--- config.mk ---
export PLATFORM = sky130hd
export DESIGN_NAME = seq_pattern_tx
export DESIGN_NICKNAME = d
export VERILOG_FILES = /design/src/rtl/seq_pkg.sv /design/src/rtl/piso_shreg.sv /design/src/rtl/seq_pattern_tx.sv
export SDC_FILE = /design/constraint.sdc
export NUM_CORES = 1
export LEC_CHECK = 0
export ABC_AREA = 1
export BUFFER_PORTS_ARGS = -buffer_cell sky130_fd_sc_hd__buf_2
export CAP_MARGIN = 30
export CELL_PAD_IN_SITES_DETAIL_PLACEMENT = 0
export CELL_PAD_IN_SITES_GLOBAL_PLACEMENT = 1
export CORE_MARGIN = 2
export CORE_UTILIZATION = 42
export CTS_CLUSTER_SIZE = 8
export DETAILED_ROUTE_END_ITERATION = 8
export GPL_ROUTABILITY_DRIVEN = 1
export PLACE_DENSITY = 0.85
export SLEW_MARGIN = 20
export SYNTH_ARGS = -nofsm -noshare
export SYNTH_HDL_FRONTEND = slang
export SYNTH_SLANG_ARGS = --single-unit
--- constraint.sdc ---
create_clock -name clk -period 1.8 [get_ports clk]
set_input_delay 0.18 -clock clk [delete_from_list [all_inputs] [get_ports clk]]
set_output_delay 0.18 -clock clk [all_outputs]
set_load 0.005 [all_outputs]
--- src/rtl/seq_pkg.sv ---
// Shared definitions for the serial pattern transmitter and the detectors it feeds.
package seq_pkg;

  typedef enum logic [1:0] {
    IDLE = 2'd0,
    SEND = 2'd1,
    GAP  = 2'd2
  } tx_state_e;

  localparam int         PAT_W_DFLT  = 5;
  localparam logic [4:0] DEFAULT_PAT = 5'b01010;

endpackage

--- src/rtl/piso_shreg.sv ---
// Parallel-in serial-out shift register: loads a word, shifts left, MSB is the serial output.
module piso_shreg #(
  parameter int W = 5
) (
  input  logic         clk,
  input  logic         rst_n,
  input  logic         load_i,
  input  logic         shift_i,
  input  logic [W-1:0] data_i,
  output logic         msb_o
);

  logic [W-1:0] q_q, q_d;

  // Load wins over shift; shifting in zeros leaves the register empty after W shifts.
  always_comb begin
    q_d = q_q;
    if (load_i) begin
      q_d = data_i;
    end else if (shift_i) begin
      q_d = {q_q[W-2:0], 1'b0};
    end
  end

  always_ff @(posedge clk or negedge rst_n) begin
    if (!rst_n) begin
      q_q <= '0;
    end else begin
      q_q <= q_d;
    end
  end

  assign msb_o = q_q[W-1];

endmodule

--- src/rtl/seq_pattern_tx.sv ---
// Serial pattern transmitter: sends a latched pattern MSB-first, rep+1 times with gap idle cycles between sends.
module seq_pattern_tx
  import seq_pkg::*;
#(
  parameter int               PAT_W       = 5,
  parameter int               REP_W       = 4,
  parameter int               GAP_W       = 4,
  parameter logic [PAT_W-1:0] DEFAULT_PAT = seq_pkg::DEFAULT_PAT
) (
  input  logic             clk,
  input  logic             rst_n,
  input  logic             start,
  input  logic             use_dflt,
  input  logic [PAT_W-1:0] pattern,
  input  logic [REP_W-1:0] rep,
  input  logic [GAP_W-1:0] gap,
  input  logic             abort,
  output logic             x,
  output logic             x_valid,
  output logic             busy,
  output logic             done,
  output logic [1:0]       dbg_state
);

  // Handshake: start is sampled only in IDLE (and ignored when abort is also high);
  // busy stays high from the cycle after acceptance until IDLE is re-entered, and
  // done pulses for exactly one cycle after the last bit of the last send.

  localparam int               CNT_W   = $clog2(PAT_W);
  localparam logic [CNT_W-1:0] BIT_MAX = CNT_W'(PAT_W - 1);

  tx_state_e        state_q, state_d;
  logic             xv_q, xv_d;
  logic             busy_q, busy_d;
  logic             done_q, done_d;
  logic [CNT_W-1:0] bit_q, bit_d;
  logic [REP_W-1:0] rep_q, rep_d;
  logic [GAP_W-1:0] gcnt_q, gcnt_d;
  logic [GAP_W-1:0] gap_q, gap_d;
  logic [PAT_W-1:0] pat_q, pat_d;

  logic             sh_load, sh_shift;
  logic [PAT_W-1:0] sh_data;
  logic             sh_msb;

  piso_shreg #(.W(PAT_W)) u_shreg (
    .clk     (clk),
    .rst_n   (rst_n),
    .load_i  (sh_load),
    .shift_i (sh_shift),
    .data_i  (sh_data),
    .msb_o   (sh_msb)
  );

  always_comb begin
    state_d  = state_q;
    xv_d     = 1'b0;
    busy_d   = 1'b0;
    done_d   = 1'b0;
    bit_d    = bit_q;
    rep_d    = rep_q;
    gcnt_d   = gcnt_q;
    gap_d    = gap_q;
    pat_d    = pat_q;
    sh_load  = 1'b0;
    sh_shift = 1'b0;
    sh_data  = pat_q;
    unique case (state_q)
      IDLE: begin
        if (start && !abort) begin
          pat_d   = use_dflt ? DEFAULT_PAT : pattern;
          rep_d   = rep;
          gap_d   = gap;
          sh_load = 1'b1;
          sh_data = pat_d;
          xv_d    = 1'b1;
          busy_d  = 1'b1;
          bit_d   = BIT_MAX;
          state_d = SEND;
        end
      end
      SEND: begin
        if (abort) begin
          sh_load = 1'b1;
          sh_data = '0;
          state_d = IDLE;
        end else if (bit_q != '0) begin
          sh_shift = 1'b1;
          xv_d     = 1'b1;
          busy_d   = 1'b1;
          bit_d    = bit_q - CNT_W'(1);
        end else if (rep_q != '0) begin
          rep_d  = rep_q - REP_W'(1);
          busy_d = 1'b1;
          if (gap_q != '0) begin
            // Shifting past the last bit empties the register, so x idles at 0 in GAP.
            sh_shift = 1'b1;
            gcnt_d   = gap_q;
            state_d  = GAP;
          end else begin
            sh_load = 1'b1;
            xv_d    = 1'b1;
            bit_d   = BIT_MAX;
          end
        end else begin
          sh_shift = 1'b1;
          done_d   = 1'b1;
          state_d  = IDLE;
        end
      end
      GAP: begin
        if (abort) begin
          sh_load = 1'b1;
          sh_data = '0;
          state_d = IDLE;
        end else begin
          busy_d = 1'b1;
          if (gcnt_q == GAP_W'(1)) begin
            sh_load = 1'b1;
            xv_d    = 1'b1;
            bit_d   = BIT_MAX;
            state_d = SEND;
          end else begin
            gcnt_d = gcnt_q - GAP_W'(1);
          end
        end
      end
      default: state_d = IDLE;
    endcase
  end

  always_ff @(posedge clk or negedge rst_n) begin
    if (!rst_n) begin
      state_q <= IDLE;
      xv_q    <= 1'b0;
      busy_q  <= 1'b0;
      done_q  <= 1'b0;
      bit_q   <= '0;
      rep_q   <= '0;
      gcnt_q  <= '0;
      gap_q   <= '0;
      pat_q   <= '0;
    end else begin
      state_q <= state_d;
      xv_q    <= xv_d;
      busy_q  <= busy_d;
      done_q  <= done_d;
      bit_q   <= bit_d;
      rep_q   <= rep_d;
      gcnt_q  <= gcnt_d;
      gap_q   <= gap_d;
      pat_q   <= pat_d;
    end
  end

  assign x         = sh_msb;
  assign x_valid   = xv_q;
  assign busy      = busy_q;
  assign done      = done_q;
  assign dbg_state = state_q;

endmodule

Word level (Yosys, flattened, before mapping):

Cells that the tools add are included.

* bits in registers: 30
* input port bits: 18

* $add $sub $neg: 3
* equality and inequality tests: 16
* muxes and demuxes: 60
* reductions and logical operators: 16

Operators with widths (number)
* 4-bit 2-to-1 mux: 10
* 5-bit 2-to-1 mux: 5
* 1-bit 2-to-1 mux: 23
* 3-bit 2-to-1 mux: 7
* 2-bit != test, second input constant: 8
* 4-bit one-hot mux with 2 select lines: 2
* 2-bit 2-to-1 mux: 7
* 7-bit AND reduction: 2
* 3-bit != test, second input constant: 4
* 5-bit one-hot mux with 2 select lines: 1
* 1-bit one-hot mux with 3 select lines: 3
* 3-bit one-hot mux with 3 select lines: 1
* 4-bit nonzero test: 2
* 4-bit by 1-bit subtractor with 4-bit output, second input constant: 2
* 2-bit one-hot mux with 3 select lines: 1
* 2-bit nonzero test: 3
* 3-bit nonzero test: 2
* 5-bit AND reduction: 1
* 4-bit by 1-bit equality test with 1-bit output, second input constant: 1
* 4-bit != test, second input constant: 1
* 4-bit AND reduction: 1
* 3-bit by 1-bit subtractor with 3-bit output, second input constant: 1
* 2-bit by 1-bit equality test with 1-bit output, second input constant: 1
* 2-bit equality test, second input constant: 1
* 5 further kinds: 5

Longest topological paths before layout:

Gate-level depths: netlist of run 1.

* depth after elaboration: 8
* depth in mapped cells: 12
* depth with buffers taken out: 11

By module:

Synthesis of run 1 repeated with hierarchy kept, for this count alone.

* cells, all modules: 252
* area, all modules: 1824.2 µm²

By module, submodules not included
* seq_pattern_tx: times used 1, cells an instance 226, area an instance 1602.8 µm², seq. area each 625.6 µm²
* piso_shreg: times used 1, cells an instance 26, area an instance 221.5 µm², seq. area each 125.1 µm²

Least setup slack after synthesis of run 1:

No wires, ideal clock.

* path kind: register to register
* from: register state_q[0], in the netlist dbg_state[0]
* to: register gcnt_q[1]
* setup time: 123 ps
* arrival time: 1534 ps
* required time: 1677 ps
* slack: 142 ps
* stages on the path, launching flop included: 13
* period minus slack after synthesis: 1658 ps
* cells stage by stage: dfrtp_1 > inv_1 > ha_1 > buf_6 > inv_6 > nor2_8 > nand2_4 > o21ai_2 > nand2_1 > or2_1 > buf_6 > nand2_2 > o21ai_2

* cells in the longest elaborated chain, start to end: 3
* elaborated cells between the ends (all ways): 11
* those cells by class: eq/ne (8); mux (1); reduce/logical (2)

Ends and longest elaborated chain
* start, declared: line seq_pattern_tx.sv:32 `tx_state_e state_q, state_d;`
* start signal, assigned: line seq_pattern_tx.sv:144 `state_q <= state_d;`
* 2-bit equality test / 2-bit by 1-bit equality test with 1-bit output (equally long branches): line seq_pattern_tx.sv:68 `unique case (state_q)`
* 2-bit != test (no line) / 2-bit nonzero test (equally long branches)
* 7-bit AND reduction (no line)
* end signal, assigned: line seq_pattern_tx.sv:150 `gcnt_q <= gcnt_d;`
* end, declared: line seq_pattern_tx.sv:38 `logic [GAP_W-1:0] gcnt_q, gcnt_d;`

Parallel ways exist; a longest one is shown, timed or not.
A chain may end at the register's enable or synchronous reset.

Final worst setup path of run 1:

* from: register state_q[1], in the netlist dbg_state[1]
* to: register u_shreg.q_q[2]

* cells in the longest elaborated chain, start to end: 4
* elaborated cells between the ends (all ways): 9
* those cells by class: eq/ne (2); mux (4); reduce/logical (3)

Ends and longest elaborated chain
* 2-bit equality test / 2-bit by 1-bit equality test with 1-bit output (equally long branches): line seq_pattern_tx.sv:68
* 2-bit OR reduction (no line)
* 5-bit one-hot mux with 2 select lines: line seq_pattern_tx.sv:68
* 5-bit 2-to-1 mux: line piso_shreg.sv:18 `if (load_i) begin`
* end signal, assigned: line piso_shreg.sv:29 `q_q <= q_d;`
* end, declared: line piso_shreg.sv:13 `logic [W-1:0] q_q, q_d;`

Parallel ways exist; a longest one is shown, timed or not.

==> results.toml, run 1 <==
[finish]
nNetsFinal = 295
synthToLayoutAreaGrowth_pct = 17.2
drive_above_1_share_pct = 23.7
n_antenna_cell = 0
fill_cells = 418

[placement]
numPortBuffers = 23
dp_hpwl_um = 2750
gp_congestion = 0.818

[pwr]
leakagePower_nw = 1.11
irDropWorstVdd_v = 0.000818
finalPower_mw = 3.57
cellPowerDensity_nw_per_um2 = 1680

[clocking]
cts-buffers-inserted = 5
clk_pin_slew_ns = 0.07
numClockSinks = 30
cts.htree.levels = 2
clock_path_buffers = 2
cts_tree = "yes"
clock_latency_ns = 0.28
clockRootBuffer = "clkbuf_8"

[synthesis]
synth_nets = 262
yosysMostFrequentCell = "nand2_1"
ys_types = 29
avgSynthCellArea_um2 = 7.70
synth_common_cells = "nand2_1 (67), dfrtp_1 (30), o21ai_0 (29), inv_1 (26), nand3_1 (22)"
synth_top_flop_cell = "dfrtp_1"
yosysSeqAreaShare_pct = 41.3
synth_edf_count = 0
syn_area_um2 = 1820
ys_warn_count = 0
synth-async-reset-ratio_pct = 100
ys_seq_elements = 30
synth_top_cell_by_area = "dfrtp_1"
syn_inst = 236
yosys-top-cells-area = "dfrtp_1 (41%), nand2_1 (14%), o21ai_0 (8.0%)"
synth_top_cell_area_share_pct = 41.3

[drt]
wl_met3_um = 123
vias = 1536
drt_iter0_markers = 91
dr.pass1.iters = 4
met1_length_um = 1900
route.detailed.drc = 0
avgViaCountPerCell = 4.80
ant_nets = 0
totalWireLength_um = 3660
met2_length_um = 1580
wl_per_cell_um = 11.4
topRoutingLayerUsed = "met4"

[grt]
track_usage_pct = 16.8
grt_antenna_before_repair = 0
grt_pass1_vias = 1436
overflow = 0
grt_max_degree = 31
grt_pass1_wl_um = 6620

[floorplan]
ios = 24
core_area_um2 = 4090
die_w_um = 69.8
num_rows = 23
dieArea_um2 = 4870
start_util_pct = 44.5
die_height_um = 69.8

[critical_path]
cp_max_fo = 5
worstPathRequired_ns = 1.98
path_class = "reg -> reg"
max_stage_delay_ns = 0.39
crit_arrival_ns = 1.78
crit_chain = "inv_1 > ha_1 > a21oi_1 > nand2_1 > a21oi_1 > nand3_1 > nand2_1 > nand2_1"
slowest_stage = "dfrtp_1"
cp_top_family = "flip-flops"
cp_common_cell = "nand2_1"
startpoint_type = "flip-flop"
worst-path-buf-inv = 1
crit_path_end_kind = "flip-flop"

[timing]
setup_viol = 0
finalClockSkew_ns = 0.00627
hold_ws_ns = 0.109
slew_viol_final = 0
fin_setup_tns_ns = 0
clock.fmax_mhz = 625
hold_violations = 0
fin_crit_ns = 1.60
worst_slew_pin_slew_ns = 0.669
finalCritPeriodShare_pct = 88.9
rsz0062_at_grt = "no"
slew_headroom_pct = 55.4

[hold_path]
hold_class = "in -> reg"

[job]
drv_cap = 0

[status]
status = "finished clean"
-- sequential cells by signal, summed over array words and instances, names as in the netlist --
name         flops
dbg_state        2
done             1
x_valid          1
busy             1
u_shreg.q_q      5
rep_q            4
bit_q            3
gcnt_q           4
pat_q            5
gap_q            4
-- worst min-delay path, cell delays in order --
cell	delay [ns]
buf_2	0.08
nand2_1	0.04
o21ai_0	0.06
-- path summary, 6_finish.rpt --
kind                            slack, ns    startpoint              to  depth (start not counted)
worst min register to register       0.47      rep_q[2]        rep_q[2]                          2
worst max-delay path                 0.20  dbg_state[1]  u_shreg.q_q[2]                          8
max in group asynchronous            0.90         rst_n            busy                          2
worst min-delay path                 0.11        gap[1]        gap_q[1]                          3
min in group asynchronous            0.47         rst_n        rep_q[0]                          2
worst max register to register       0.20  dbg_state[1]  u_shreg.q_q[2]                          8
-- report_power, final --
group | internal (mW) | switching [mW]
clock network | 0.307 | 0.253
logic | 0.712 | 1.14
registers | 0.988 | 0.169
-- per-layer routing --
layer	up-vias	global-route usage (%)
met4	0	5.98
met5	-	0
li1	823	-
met1	683	23.6
met3	6	4.22
met2	24	25.1
-- cell type report --
| type | instances | area [um^2] | area share [%] |
|---|---|---|---|
| clock buffer | 6 | 82.6 | 3.88 |
| clock inverter | 2 | 12.5 | 0.588 |
| inverter | 30 | 118 | 5.52 |
| multi-input combinational | 171 | 926 | 43.5 |
| sequential | 30 | 751 | 35.3 |
| tap | 50 | 62.6 | 2.94 |
| timing repair buffer | 31 | 178 | 8.34 |
-- cells by family after synthesis --
| family | after synthesis | share of synthesized area (%) |
|---|---|---|
| compound gates | 46 | 14.3 |
| simple gates | 115 | 29.1 |
| xor+xnor | 2 | 0.964 |
| buf+inv | 35 | 8.81 |
| fa+ha+maj | 8 | 5.51 |
| flops | 30 | 41.3 |
-- stage by stage --
step	instances	utilization (%)	setup slack, ns	instance area [um^2]
floorplan	236	-	0.142	1820
global placement	311	49.1	0.153	2000
detailed placement	311	49.1	0.0929	2000
CTS	320	51.6	0.0754	2110
global route	320	52.1	0.0309	2130
finish	320	52.1	0.199	2130
-- cell usage in the layout (no fill, tap or decap), drive strengths merged, types with 2 or more instances in the layout --
cell     n
a21oi    7
buf     30
clkbuf   6
clkinv   2
dfrtp   30
ha       8
inv     29
nand2   74
nand3   23
nor2    15
o21ai   36
or2      2
xor2     2
-- repair_timing --
action                                 in CTS  in global routing
gates resized for setup                     0                  7
hold buffers                                1                  0
setup endpoints to repair                   0                 11
setup buffers                               0                  0
endpoints found under the hold margin      30                  0
No activity file was read; power rests on OpenSTA's default activity.
==> run 2, diff against run 1 <==
BUFFER_PORTS_ARGS = default   (was -buffer_cell sky130_fd_sc_hd__buf_2)
CORE_MARGIN = 5   (was 2)
CORE_UTILIZATION = 46   (was 42)
DONT_BUFFER_PORTS = 1   (was default)
PLACE_DENSITY = 0.84   (was 0.85)
==> results.toml, run 2 (synthesis gave the netlist of run 1 again) <==
[status]
status = "finished clean"

[placement]
numPortBuffers = 0
dpl_cell_area_um2 = 1890
dp_hpwl_um = 2720
dpl.cell_count = 287
gp_congestion = 0.818

[floorplan]
num_rows = 22
dieArea_um2 = 5310
ios = 24
die_height_um = 72.8
start_util_pct = 48.5
die_w_um = 72.8
core_area_um2 = 3740

[pwr]
cellPowerDensity_nw_per_um2 = 1720
finalPower_mw = 3.54
irDropWorstVdd_v = 0.000743
leakagePower_nw = 1.04

[critical_path]
r2r_end = "u_shreg.q_q[1]"
r2r_slack_ns = 0.14
worstPathRequired_ns = 1.97
path_class = "reg -> reg"
rr_worst_depth = 9
crit_arrival_ns = 1.83
r2r-start = "dbg_state[0]"
crit_path_end_kind = "flip-flop"
cp_max_fo = 6
startpoint_type = "flip-flop"

[timing]
fin_crit_ns = 1.66
worst_slew_pin_slew_ns = 0.313
slew_viol_final = 0
hold_violations = 0
finalCritPeriodShare_pct = 92.0
fin_setup_tns_ns = 0
clock.fmax_mhz = 604
setup_viol = 0
slew_headroom_pct = 79.0
finalClockSkew_ns = 0.00722

[drt]
drt_iter0_markers = 93
wl_per_cell_um = 12.3
vias = 1507
avgViaCountPerCell = 5.04
ant_nets = 0
dr.pass1.iters = 4
totalWireLength_um = 3680
route.detailed.drc = 0

[clocking]
cts_tree = "yes"
clockRootBuffer = "clkbuf_8"
cts.htree.levels = 2
clock_latency_ns = 0.28
numClockSinks = 30
clk_pin_slew_ns = 0.07
clock_path_buffers = 2
cts-buffers-inserted = 5

[finish]
finalInstanceArea_um2 = 2060
fin_util_pct = 54.9
fin_cells = 299
final_cell_mix = "nand2_1 (67), dfrtp_1 (30), o21ai_0 (29), inv_1 (26), nand3_1 (21)"
nNetsFinal = 276
synthToLayoutAreaGrowth_pct = 13.2
mostFrequentLayoutCell = "nand2_1"
top_regs = "pat_q: 5 flops, u_shreg.q_q: 5 flops"
n_antenna_cell = 0
drive_above_1_share_pct = 17.1

[job]
drv_cap = 0

[hold_path]
hold_depth = 2
holdPathEnd = "gap_q[1]"
worstHoldStart = "gap[1]"
hold_class = "in -> reg"

[grt]
grt_antenna_before_repair = 0
track_usage_pct = 15.5
grt_max_degree = 31
grt_pass1_wl_um = 6240
grt_pass1_vias = 1359
overflow = 0
-- run 2: critical path: stages, from the launching register on --
cell	delay, ns
dfrtp_1	0.37
inv_1	0.08
ha_1	0.24
nand2_1	0.23
buf_4	0.18
nor2_1	0.04
a21oi_1	0.16
nand3_1	0.12
nand2_1	0.08
nand2_1	0.05
-- run 2: stage by stage --
step / worst slack, ns / hold WS (ns)
3_5_place_dp: 0.0432 / -0.115
6_report: 0.144 / 0.0218
5_1_grt: -0.000264 / 0.0298
2_1_floorplan: 0.142 / -0.116
3_3_place_gp: 0.0708 / -0.115
4_1_cts: 0.0247 / 0.0153
-- run 2: where the power goes --
part	switching (mW)	leakage, nW	internal (mW)
Sequential	0.175	0.376	0.989
Clock	0.251	0.0482	0.308
Combinational	1.12	0.615	0.703
-- run 2: area by class of cell --
class	count	area (um^2)
Fill cell	379	1690
Multi-Input combinational cell	172	937
Sequential cell	30	751
Inverter	30	118
Timing Repair Buffer	11	100
Clock buffer	7	86.3
Tap cell	48	60.1
Clock inverter	1	5.00
-- run 2: how the worst max path moves through the flow --
stage / start / end / cells past startpoint
6_report: dbg_state[0] / u_shreg.q_q[1] / 9
3_5_place_dp: rep_q[0] / gcnt_q[0] / 7
4_1_cts: rep_q[0] / gcnt_q[0] / 7
3_3_place_gp: rep_q[0] / gcnt_q[3] / 7
2_1_floorplan: dbg_state[0] / gcnt_q[1] / 12
5_1_grt: dbg_state[0] / bit_q[1] / 10
-- run 2: repair_timing --
item,in CTS,in global routing
setup endpoints to repair,0,14
hold buffers,3,0
buffers inserted,0,0
hold endpoints to repair,31,0
gates resized for setup,0,7
-- run 2: layer usage --
| metal | share of wire [%] | wire (um) | vias up | GRT usage, % |
|---|---|---|---|---|
| met5 | 0 | 0 | - | 0 |
| met4 | 1.8 | 67 | 0 | 7.38 |
| met3 | 4.9 | 179 | 6 | 5.37 |
| met2 | 44 | 1620 | 32 | 22.4 |
| met1 | 49 | 1820 | 679 | 20.6 |
| li1 | - | - | 790 | - |
